## src/rtl/pwm_modulator.sv

```systemverilog
// rtl/pwm_modulator.sv - complementary PWM pair with double-buffered duty and dead time
module pwm_modulator #(
  parameter int PERIOD   = 64,
  parameter int DEADTIME = 2,
  parameter int PRESC_W  = 8
) (
  input  logic               sysclk,
  input  logic               reset,
  input  logic               enable,
  input  logic [PRESC_W-1:0] prescale,
  input  logic [6:0]         duty_in,
  output logic               pwm_hi,
  output logic               pwm_lo,
  output logic               period_start,
  output logic [6:0]         duty_latched
);

  localparam int PW      = $clog2(PERIOD);
  localparam int DW      = (DEADTIME > 1) ? $clog2(DEADTIME) : 1;
  localparam int DT_LAST = (DEADTIME > 0) ? DEADTIME - 1 : 0;
  localparam logic [7:0] PERIOD8 = 8'(PERIOD);

  typedef enum logic [2:0] {
    IDLE    = 3'd0,
    HI_ON   = 3'd1,
    DEAD_HL = 3'd2,
    LO_ON   = 3'd3,
    DEAD_LH = 3'd4
  } state_t;

  logic [PRESC_W-1:0] presc_q, presc_d;
  logic [PW-1:0]      pcnt_q, pcnt_d;
  logic [6:0]         duty_q, duty_d;
  logic               ps_q, ps_d;
  logic [DW-1:0]      dead_q, dead_d;
  state_t             state_q, state_d;

  logic       tick;
  logic       raw;
  logic       start;
  logic [6:0] duty_clamp;

  // Anything at or above full scale saturates to 100% duty; compare on 8 bits.
  assign duty_clamp = ({1'b0, duty_in} >= PERIOD8) ? PERIOD8[6:0] : duty_in;
  assign raw        = (8'(pcnt_q) < {1'b0, duty_q});
  assign start      = enable && (state_q == IDLE);
  assign tick       = (presc_q == prescale);

  // Prescaler, period counter and duty shadow register; duty reloads only at a boundary.
  always_comb begin
    presc_d = presc_q;
    pcnt_d  = pcnt_q;
    duty_d  = duty_q;
    ps_d    = 1'b0;
    if (!enable) begin
      presc_d = '0;
      pcnt_d  = '0;
    end else if (start) begin
      presc_d = '0;
      pcnt_d  = '0;
      duty_d  = duty_clamp;
      ps_d    = 1'b1;
    end else if (tick) begin
      presc_d = '0;
      if (pcnt_q == PW'(PERIOD - 1)) begin
        pcnt_d = '0;
        duty_d = duty_clamp;
        ps_d   = 1'b1;
      end else begin
        pcnt_d = pcnt_q + 1'b1;
      end
    end else begin
      presc_d = presc_q + 1'b1;
    end
  end

  // Dead-time FSM: a switchover always passes through a full DEADTIME both-low window.
  always_comb begin
    state_d = state_q;
    dead_d  = dead_q;
    case (state_q)
      IDLE: begin
        if (enable) state_d = (duty_clamp != 7'd0) ? HI_ON : LO_ON;
      end
      HI_ON: begin
        if (!raw) begin
          if (DEADTIME == 0) begin
            state_d = LO_ON;
          end else begin
            state_d = DEAD_HL;
            dead_d  = '0;
          end
        end
      end
      LO_ON: begin
        if (raw) begin
          if (DEADTIME == 0) begin
            state_d = HI_ON;
          end else begin
            state_d = DEAD_LH;
            dead_d  = '0;
          end
        end
      end
      DEAD_HL, DEAD_LH: begin
        if (dead_q == DW'(DT_LAST)) state_d = raw ? HI_ON : LO_ON;
        else dead_d = dead_q + 1'b1;
      end
      default: state_d = IDLE;
    endcase
    if (!enable) state_d = IDLE;
  end

  // State register; reset dominates everything including an active pulse.
  always_ff @(posedge sysclk) begin
    if (reset) begin
      presc_q <= '0;
      pcnt_q  <= '0;
      duty_q  <= '0;
      ps_q    <= 1'b0;
      dead_q  <= '0;
      state_q <= IDLE;
    end else begin
      presc_q <= presc_d;
      pcnt_q  <= pcnt_d;
      duty_q  <= duty_d;
      ps_q    <= ps_d;
      dead_q  <= dead_d;
      state_q <= state_d;
    end
  end

  assign pwm_hi       = (state_q == HI_ON);
  assign pwm_lo       = (state_q == LO_ON);
  assign period_start = ps_q;
  assign duty_latched = duty_q;

endmodule

```

## config.mk

```make
export PLATFORM = sky130hd
export DESIGN_NAME = pwm_modulator
export DESIGN_NICKNAME = d
export VERILOG_FILES = /design/src/rtl/pwm_modulator.sv
export SDC_FILE = /design/constraint.sdc
export NUM_CORES = 1
export LEC_CHECK = 0
export ABC_AREA = 1
export BUFFER_PORTS_ARGS = -buffer_cell sky130_fd_sc_hd__buf_2
export CAP_MARGIN = 5
export CORE_UTILIZATION = 40
export DETAILED_ROUTE_END_ITERATION = 10
export HOLD_SLACK_MARGIN = 0.08
export REMOVE_ABC_BUFFERS = 1
export SLEW_MARGIN = 20
export SYNTH_ARGS = -nofsm -noshare
export SYNTH_HDL_FRONTEND = slang
export SYNTH_SLANG_ARGS = --single-unit
```

## constraint.sdc

```tcl
create_clock -name sysclk -period 1.6 [get_ports sysclk]
set_input_delay 0.16 -clock sysclk [delete_from_list [all_inputs] [get_ports sysclk]]
set_output_delay 0.16 -clock sysclk [all_outputs]
set_load 0.02 [all_outputs]
```

# == Word-level counts from Yosys, hierarchy flattened ==
# Index checks and enable logic that the tools add are counted.
# word_totals
regBits,26
elab_cells,52
inputBits,18
# op_classes
eq_ne,9
bitwise_logic,1
addsub,3
n_lt_le_gt_ge,2
mux,18
n_reduce_logical,13
# ops
cell,n
$mux 7,4
$pmux 3 s4,1
$mux 3,3
$reduce_and 3->1,3
$add 8x1->8 const B,1
$eq 8x8->1,1
$ge 7x7->1 const B,1
$lt 6x7->1,1
$reduce_bool 7->1,1
$add 6x1->6 const B,1
$eq 3x2->1 const B,2
$eq 6x6->1 const B,1
$mux 1,6
$mux 6,1
$mux 2,2
$ne 2x2->1 const B,2
$reduce_bool 2->1,2
$reduce_or 2->1,2
$reduce_or 4->1,1
$eq 3x1->1 const B,1
$eq 3x3->1 const B,1
$logic_not 3->1,1
$pmux 1 s3,1
$reduce_bool 3->1,1
other kinds (5),5

# == Longest topological paths before layout ==
# Gate-level depths: netlist of the first run.
# logic_depth
word_depth,5
mapped_depth,11
ltp_nobuf,11

# == Worst setup path before layout of the first run ==
# Ideal clock, no wire load.
# synth_path
path_type,reg2reg
start,register duty_q[5] (netlist: duty_latched[5])
end,register state_q[0]
t_arrival_ns,1.480
path_stages_with_launch,11
slack_ns,0.006
required_ns,1.486
n_path_buf,0
path_cell_list,dfxtp_1 inv_1 ha_1 inv_1 nor2_1 a22oi_1 nand2_1 nand2_1 nand3_1 o21bai_1 inv_1
# synth_via
elab_chain_cells,3
word_cells_on_any_way,4
# synth_rtl
element,line_no,text
from (decl),33,"logic [6:0] duty_q, duty_d;"
from (signal assigned),126,duty_q <= duty_d;
$lt 6x7->1 *,45,"assign raw = (8'(pcnt_q) < {1'b0, duty_q});"
$ne 2x1->1 (no line) / $ne 2x2->1 (equally long branches),n/a,
$reduce_and 3->1 (no line) *,n/a,
to (signal assigned),129,state_q <= state_d;
to (decl),36,"state_t state_q, state_d;"
# Mark *: on every way between the ends. The rest lies on a longest branch, timed or not.
# A chain may end at the register's enable or synchronous reset.

# == Worst setup path after layout of the first run ==
# layout_path
start,register duty_q[4] (netlist: duty_latched[4])
end,register state_q[0]
# The elaborated chain is that of the path after synthesis.

==> flow_summary.yaml, run 1 <==
run_status:
  outcome: "finished, final reports clean"
pwr:
  p_per_area_mw_per_mm2: 778.4
  ir_worst_vdd_uv: 490.4
  power_uw: 1516
  leakage_uw: 0.0009176
min_path:
  hold_path_class: "in -> reg"
  worstHoldStart: "duty_in[5]"
timing:
  holdWs_ps: 226.5
  finalSetupTns_ps: 0
  tightest_slew_ps: 257.6
  max_freq_mhz: 642.6
  relSlewSlack: 0.8267
  skew_ps: 4.145
  fin_crit_sh: 0.9727
  finalSetupViolCount: 0
  drv_slew: 0
  fin_crit_ps: 1556
  hold_violations: 0
routing:
  top_layer: "met4"
  route.layer.met1.wl_um: 1627
  wl_met2_um: 1489
  drt_first_pass_iters: 4
  route.final.wire_length_um: 3257
  drtIter0Drc: 45
  avgViaCountPerCell: 4.701
  drc: 0
  vias: 1495
  wl_per_cell_um: 10.24
  postRouteAntennaNets: 0
  wl_met3_um: 86
critical_path:
  cpMostUsedCell: "nand2_1"
  crit_required_ps: 1780
  crit_path_end_kind: "flop"
  cp_max_fo: 3
  crit_family: "simple AND/OR/NAND/NOR gates"
  crit_arrival_ps: 1740
  startpoint_type: "flop"
  critPathKind: "reg -> reg"
  timing.rr.start: "duty_latched[4]$_SDFFE_PP0P_"
  slowest_stage: "dfxtp_2"
  path_cells: "inv_1 -> ha_1 -> nand2_1 -> nand2_1 -> a22oi_2 -> nand2_1 -> nand2_2 -> nand3_4 -> o21bai_1 -> inv_1"
  startpoint: "duty_latched[4]$_SDFFE_PP0P_"
  max_stage_delay_ps: 340
  crit_buf_inv: 2
global_route:
  grt_pass1_vias: 1402
  grt_pass1_wl_um: 5782
  antenna_found_initial: 0
  grt_util_all_layers: 0.1817
  overflow: 0
  grt_start_max_net_pins: 16
clocking:
  cts_tree: "built"
  cts_buffer_depth: 2
  clock-sinks: 26
  h-tree-depth: 1
  clk_pin_slew_worst_paths_ps: 90
  numCtsBuffers: 3
  insertion_delay_ps: 270
  cts_root_buf: "clkbuf_8"
final_layout:
  mostFrequentLayoutCells: "nand2_1 (52), inv_1 (31), buf_2 (27)"
  fin_nets: 298
  nFillCells: 369
  final_common_cell: "nand2_1"
  layout.cells.non_filler: 318
  num_antenna_cells: 0
  syn_to_final_growth_pct: 28.60
  drive_gt1_frac: 0.2721
floorplanning:
  die_w_um: 63.52
  boundaryPins: 28
  die_h_um: 63.52
  die-area_mm2: 0.004035
  core_area_mm2: 0.003468
  rows: 21
  initial_core_util: 0.4365
placement:
  placement.io_buffers: 27
  hpwl_um: 2467
  dp.cells: 311
  gp_congestion: 0.8959
yosys:
  yosysUniqueCellTypes: 29
  syn_area_mm2: 0.001514
  synth.ff_latch_count: 26
  syn_inst: 225
  seq_area_frac_synth: 0.3438
  avgSynthCellArea_um2: 6.729
  ys_warn_count: 0
flow_run:
  maxCapViolCount: 0
## where the power goes
| group | leakage [µW] | internal, µW | switching, µW | total, µW |
|---|---|---|---|---|
| clock network | 0.0000357 | 335 | 214 | 549 |
| logic | 0.000670 | 113 | 169 | 282 |
| registers | 0.000212 | 669 | 16.2 | 685 |
## synthesized netlist by cell type
| library cell | instances | area (µm²) |
|---|---|---|
| a21oi_1 | 17 | 85.08 |
| a22oi_1 | 1 | 7.510 |
| a31oi_1 | 1 | 6.260 |
| and3_1 | 1 | 6.260 |
| buf_2 | 1 | 5.000 |
| dfxtp_1 | 26 | 520.5 |
| ha_1 | 7 | 87.58 |
| inv_1 | 32 | 120.1 |
| inv_2 | 1 | 3.750 |
| nand2_1 | 54 | 202.7 |
| nand2_2 | 4 | 25.02 |
| nand2_4 | 1 | 11.26 |
| nand3_1 | 17 | 85.08 |
| nand3_2 | 1 | 10.01 |
| nand4_1 | 4 | 25.02 |
| nor2_1 | 27 | 101.4 |
| nor2_2 | 4 | 25.02 |
| nor2_4 | 1 | 11.26 |
| nor3_1 | 4 | 20.02 |
| nor3_2 | 1 | 10.01 |
| nor3b_1 | 1 | 7.510 |
| nor4_1 | 1 | 6.260 |
| o21ai_0 | 6 | 30.03 |
| o21ai_2 | 1 | 8.760 |
| o21bai_1 | 1 | 7.510 |
| or2_2 | 1 | 6.260 |
| or2_4 | 1 | 8.760 |
| xnor2_1 | 7 | 61.31 |
| xor2_1 | 1 | 8.760 |
## sequential cells by signal (all words and copies together), names as in the netlist
register / cells
period_start: 1
state_q: 3
duty_latched: 7
dead_q: 1
presc_q: 8
pcnt_q: 6
## routing by layer
layer	track usage	vias to the layer above
met5	0	-
met4	0.08523	0
met3	0.02355	4
met2	0.3085	23
met1	0.2247	650
li1	-	818
## tightest hold or removal path: cells and delay by family
family / cells / cell delay, ps
buffers and inverters: 1 / 100
and+or+nand+nor: 4 / 200
## path summary, 6_finish.rpt
path                                        to  slack [ps]  cells past startpoint
setup / recovery       state_q[0]$_SDFFE_PP0P_          40                     10
hold / removal    duty_latched[5]$_SDFFE_PP0P_         230                      5
setup reg to reg       state_q[0]$_SDFFE_PP0P_          40                     10
hold reg to reg            dead_q$_SDFFE_PP0P_         460                      2
## kinds of logic (layout without fill, tap and decap cells)
logic type	count (synthesis)	in the layout	share of synthesized area
buffers and inverters	34	81	0.08512
AOI/OAI and AO/OA	27	27	0.09587
adders and majority gates	7	7	0.05785
xor gates and xnor gates	8	8	0.04628
DFF	26	26	0.3438
and+or+nand+nor	123	123	0.3711
## stage by stage
| stage | util | cell area [µm²] | worst slack [ps] |
|---|---|---|---|
| 3_5_place_dp | 0.5209 | 1807 | 10.05 |
| 5_1_grt | 0.5613 | 1947 | -26.51 |
| 4_1_cts | 0.5444 | 1888 | 1.488 |
| 6_report | 0.5613 | 1947 | 43.73 |
| 2_1_floorplan | - | 1509 | 5.983 |
| 3_3_place_gp | 0.5209 | 1807 | 63.55 |
## final cells by class
| cell class | count | area (µm²) | share of cell area |
|---|---|---|---|
| Clock inverter | 1 | 30.03 | 0.01542 |
| Tap cell | 46 | 57.56 | 0.02956 |
| Clock buffer | 3 | 41.29 | 0.02121 |
| Inverter | 33 | 123.9 | 0.06362 |
| Sequential cell | 26 | 524.3 | 0.2693 |
| Timing Repair Buffer | 44 | 265.3 | 0.1362 |
| Multi-Input combinational cell | 165 | 904.6 | 0.4647 |
## repair_timing
item | 4_1_cts | 5_1_grt
endpoints found under the setup margin | 0 | 8
hold buffers | 1 | 0
hold endpoints to repair | 1 | 0
setup buffers | 0 | 2
gates resized for setup | 0 | 14
(Power assumes the default switching activity.)
==> inputs of run 2 (changes only) <==
--- a/config.mk
+++ b/config.mk
@@ -8,11 +8,13 @@
 export ABC_AREA = 1
 export BUFFER_PORTS_ARGS = -buffer_cell sky130_fd_sc_hd__buf_2
 export CAP_MARGIN = 5
-export CORE_UTILIZATION = 40
+export CORE_UTILIZATION = 46
 export DETAILED_ROUTE_END_ITERATION = 10
 export HOLD_SLACK_MARGIN = 0.08
+export PLACE_DENSITY = 0.68
 export REMOVE_ABC_BUFFERS = 1
 export SLEW_MARGIN = 20
 export SYNTH_ARGS = -nofsm -noshare
 export SYNTH_HDL_FRONTEND = slang
 export SYNTH_SLANG_ARGS = --single-unit
+export TNS_END_PERCENT = 30
==> flow_summary.yaml, run 2 (synthesis results as in run 1) <==
final_layout:
  final_common_cell: "nand2_1"
  max_flop_register: "presc_q"
  syn_to_final_growth_pct: 25.87
  num_antenna_cells: 0
  mostFrequentLayoutCells: "nand2_1 (53), inv_1 (31), buf_2 (27)"
  largest_reg_flops: 8
  layout.cells.non_filler: 312
  fin_nets: 294
  drive_gt1_frac: 0.2687
floorplanning:
  initial_core_util: 0.4919
  die_h_um: 59.37
  die-area_mm2: 0.003525
  core_area_mm2: 0.003078
  die_w_um: 59.37
  rows: 20
  boundaryPins: 28
critical_path:
  cp_max_fo: 3
  path_cells: "inv_1 -> ha_1 -> nand2_1 -> nand2_1 -> a22oi_2 -> nand2_1 -> nand2_2 -> nand3_2 -> o21bai_1 -> inv_1"
  crit_arrival_ps: 1780
  rr_worst_depth: 10
  slowest_stage: "dfxtp_2"
  startpoint_type: "flop"
  max_stage_delay_ps: 370
  worst-path-stages: 10
  critPathKind: "reg -> reg"
  crit_family: "simple AND/OR/NAND/NOR gates"
  crit_required_ps: 1830
  cpMostUsedCell: "nand2_1"
  crit_buf_inv: 2
  crit_path_end_kind: "flop"
clocking:
  h-tree-depth: 1
  cts_root_buf: "clkbuf_4"
  insertion_delay_ps: 320
  clock-sinks: 26
  numCtsBuffers: 3
  clk_pin_slew_worst_paths_ps: 140
  cts_tree: "built"
  cts_buffer_depth: 2
global_route:
  grt_pass1_vias: 1311
  grt_start_max_net_pins: 16
  overflow: 0
  grt_pass1_wl_um: 5257
  antenna_found_initial: 0
  grt_util_all_layers: 0.1956
routing:
  avgViaCountPerCell: 4.657
  drtIter0Drc: 41
  drc: 0
  wl_per_cell_um: 9.811
  drt_first_pass_iters: 4
  route.final.wire_length_um: 3061
  postRouteAntennaNets: 0
  vias: 1453
min_path:
  hold_path_class: "in -> reg"
  holdPathStages: 3
timing:
  tightest_slew_ps: 276.4
  holdWs_ps: 165.2
  finalSetupViolCount: 0
  fin_crit_ps: 1544
  max_freq_mhz: 647.5
  fin_crit_sh: 0.9652
  drv_slew: 0
  skew_ps: 3.149
  relSlewSlack: 0.8140
  hold_violations: 0
placement:
  placement.io_buffers: 27
  dp.cells: 306
  hpwl_um: 2402
  gp_congestion: 0.8089
pwr:
  p_per_area_mw_per_mm2: 736.5
  leakage_uw: 0.0008879
  ir_worst_vdd_uv: 368.1
  power_uw: 1404
run_status:
  outcome: "finished, final reports clean"
flow_run:
  maxCapViolCount: 0
==> run 2: cell types whose count changed in the layout (fill, tap and decap cells not counted), sizes merged <==
cell / previous run / this run
buf: 43 / 39
==> run 2: layout make-up <==
type                       instances  area (µm²)
tap                               44       55.05
clock buffer                       3       22.52
timing repair buffer              40       235.2
multi-input combinational        165       912.1
fill                             322        1172
clock inverter                     1       30.03
sequential                        26       526.8
inverter                          33       123.9
==> run 2: worst paths after layout <==
path | from | end | slack (ps)
hold reg to reg | presc_q[0]$_SDFF_PP0_ | presc_q[0]$_SDFF_PP0_ | 450
setup reg to reg | duty_latched[4]$_SDFFE_PP0P_ | state_q[0]$_SDFFE_PP0P_ | 60
hold / removal | enable | state_q[2]$_SDFFE_PP0P_ | 170
setup / recovery | duty_latched[4]$_SDFFE_PP0P_ | state_q[0]$_SDFFE_PP0P_ | 60
==> run 2: stage by stage <==
stage / instance area, µm² / setup slack (ps) / utilization / setup TNS, ps
6_report: 1906 / 55.66 / 0.6191 / 0
5_1_grt: 1906 / -17.11 / 0.6191 / -22.82
4_1_cts: 1846 / 11.41 / 0.5996 / 0
3_5_place_dp: 1782 / 6.291 / 0.5789 / 0
3_3_place_gp: 1782 / 78.98 / 0.5789 / 0
2_1_floorplan: 1509 / 5.983 / - / 0
==> run 2: worst min-delay path, cell delays in order <==
cell     delay [ps]
buf_2           110
nand2_1         130
a21oi_1          50
==> run 2: metal layers <==
layer  up-vias  GRT usage  wire length, µm
met3         2    0.02183               97
met1       616     0.2541             1526
met5         -          0                0
met2        27     0.3371             1417
li1        808          -                -
met4         0    0.06122               20
==> run 2: what timing repair did <==
item                       in CTS  in global routing
gates resized for setup         1                 14
setup endpoints to repair       1                 10
hold endpoints to repair        2                  0
hold buffers                    1                  0
setup buffers                   0                  1
pin swaps                       0                  6
==> run 2: report_power, final <==
group | switching [µW] | internal [µW] | total, µW
Combinational | 162 | 106 | 268
Clock | 196 | 253 | 449
Sequential | 17.1 | 670 | 687
==> inputs of run 3 (changes only) <==
--- a/config.mk
+++ b/config.mk
@@ -11,7 +11,7 @@
 export CORE_UTILIZATION = 46
 export DETAILED_ROUTE_END_ITERATION = 10
 export HOLD_SLACK_MARGIN = 0.08
-export PLACE_DENSITY = 0.68
+export PLACE_DENSITY = 0.75
 export REMOVE_ABC_BUFFERS = 1
 export SLEW_MARGIN = 20
 export SYNTH_ARGS = -nofsm -noshare
==> flow_summary.yaml, run 3 (synthesis results as in run 1) <==
timing:
  layout_setup_ws_ps: 82.63
  skew_ps: 3.253
  relSlewSlack: 0.8127
  holdWs_ps: 165.5
  finalSetupViolCount: 0
  hold_violations: 0
  max_freq_mhz: 659.0
  drv_slew: 0
  fin_crit_sh: 0.9484
  rsz0062_at_grt: "true"
  fin_crit_ps: 1517
  tightest_slew_ps: 280.9
final_layout:
  drive_gt1_frac: 0.2614
  largest_reg_flops: 8
  fin_util: 0.5992
  final_common_cell: "nand2_1"
  fin_nets: 291
  max_flop_register: "presc_q"
  syn_to_final_growth_pct: 21.82
  num_antenna_cells: 0
  mostFrequentLayoutCells: "nand2_1 (53), inv_1 (31), nor2_1 (27), buf_2 (27), dfxtp_1 (18)"
global_route:
  grt_pass1_vias: 1359
  overflow: 0
  antenna_found_initial: 0
  grt_pass1_wl_um: 5306
  grt_util_all_layers: 0.1944
  grt_start_max_net_pins: 14
placement:
  gp_congestion: 0.9272
  hpwl_um: 2446
  placement.io_buffers: 27
  place_ws_ps: 10.41
floorplanning:
  rows: 20
  core_area_mm2: 0.003078
  die-area_mm2: 0.003525
  initial_core_util: 0.4919
  die_w_um: 59.37
  boundaryPins: 28
  die_h_um: 59.37
clocking:
  cts_root_buf: "clkbuf_4"
  clock-sinks: 26
  insertion_delay_ps: 320
  h-tree-depth: 1
  cts_tree: "built"
  cts_buffer_depth: 2
  numCtsBuffers: 3
  clk_pin_slew_worst_paths_ps: 140
pwr:
  p_per_area_mw_per_mm2: 667.5
  leakage_uw: 0.0008584
  ir_worst_vdd_uv: 392.3
run_status:
  outcome: "finished, final reports clean"
routing:
  drc: 0
  vias: 1540
  route.final.wire_length_um: 3285
  drtIter0Drc: 39
  wl_per_cell_um: 10.67
  drt_first_pass_iters: 4
  postRouteAntennaNets: 0
  avgViaCountPerCell: 5.000
critical_path:
  critPathKind: "reg -> out"
  cp_max_fo: 4
  crit_required_ps: 1440
  crit_arrival_ps: 1360
  startpoint_type: "flop"
  crit_path_end_kind: "output pin"
flow_run:
  maxCapViolCount: 0
min_path:
  hold_path_class: "in -> reg"
## run 3: cell count changes in the layout (fill, tap and decap cells not counted), sizes merged
cell    before  now
buf         39   36
bufinv       1    0
## run 3: path summary, 6_finish.rpt
path / from / end / slack [ps] / depth (start not counted)
worst max-delay path: state_q[0]$_SDFFE_PP0P_ / pwm_lo / 80 / 3
worst min-delay path: duty_in[5] / duty_latched[5]$_SDFFE_PP0P_ / 170 / 5
worst max register to register: duty_latched[2]$_SDFFE_PP0P_ / state_q[0]$_SDFFE_PP0P_ / 100 / 10
worst min register to register: presc_q[0]$_SDFF_PP0_ / presc_q[0]$_SDFF_PP0_ / 460 / 1
## run 3: final cells by class
type	instances	area (µm²)
fillers	318	1234
multi-input cells	165	899.6
flip-flops and latches	26	530.5
repair buffers	37	212.7
inverters	33	123.9
well taps	44	55.05
clock buffers	3	22.52
## run 3: layer usage
metal  global-route usage  routed length [µm]
met5                    0                   0
met4              0.08163                  25
met3              0.01965                 111
met2               0.3355                1588
met1               0.2453                1559
## run 3: per-stage QoR
step / power [µW] / instances / instance area (µm²) / setup TNS [ps]
6_report: 1231 / 308 / 1844 / 0
3_3_place_gp: 944.3 / 303 / 1759 / 0
4_1_cts: 1228 / 307 / 1793 / 0
2_1_floorplan: 869.5 / 224 / 1509 / 0
5_1_grt: 1294 / 308 / 1844 / -18.73
3_5_place_dp: 946.9 / 303 / 1759 / 0
## run 3: critical path, cell delays in order (launching register included)
cell     delay, ps
dfxtp_1        430
inv_1          130
nor3_2         270
buf_2          220
## run 3: what timing repair did
| item | in CTS | in global routing |
|---|---|---|
| resized for setup | 1 | 14 |
| buffers inserted | 0 | 1 |
| endpoints found under the hold margin | 2 | 0 |
| pin swaps | 0 | 4 |
| hold buffers | 1 | 0 |
| setup endpoints to repair | 2 | 9 |
## run 3: where the power goes
part / internal [µW] / switching, µW / total (µW)
logic: 102 / 161 / 264
clock network: 88.4 / 193 / 281
registers: 670 / 16.2 / 686
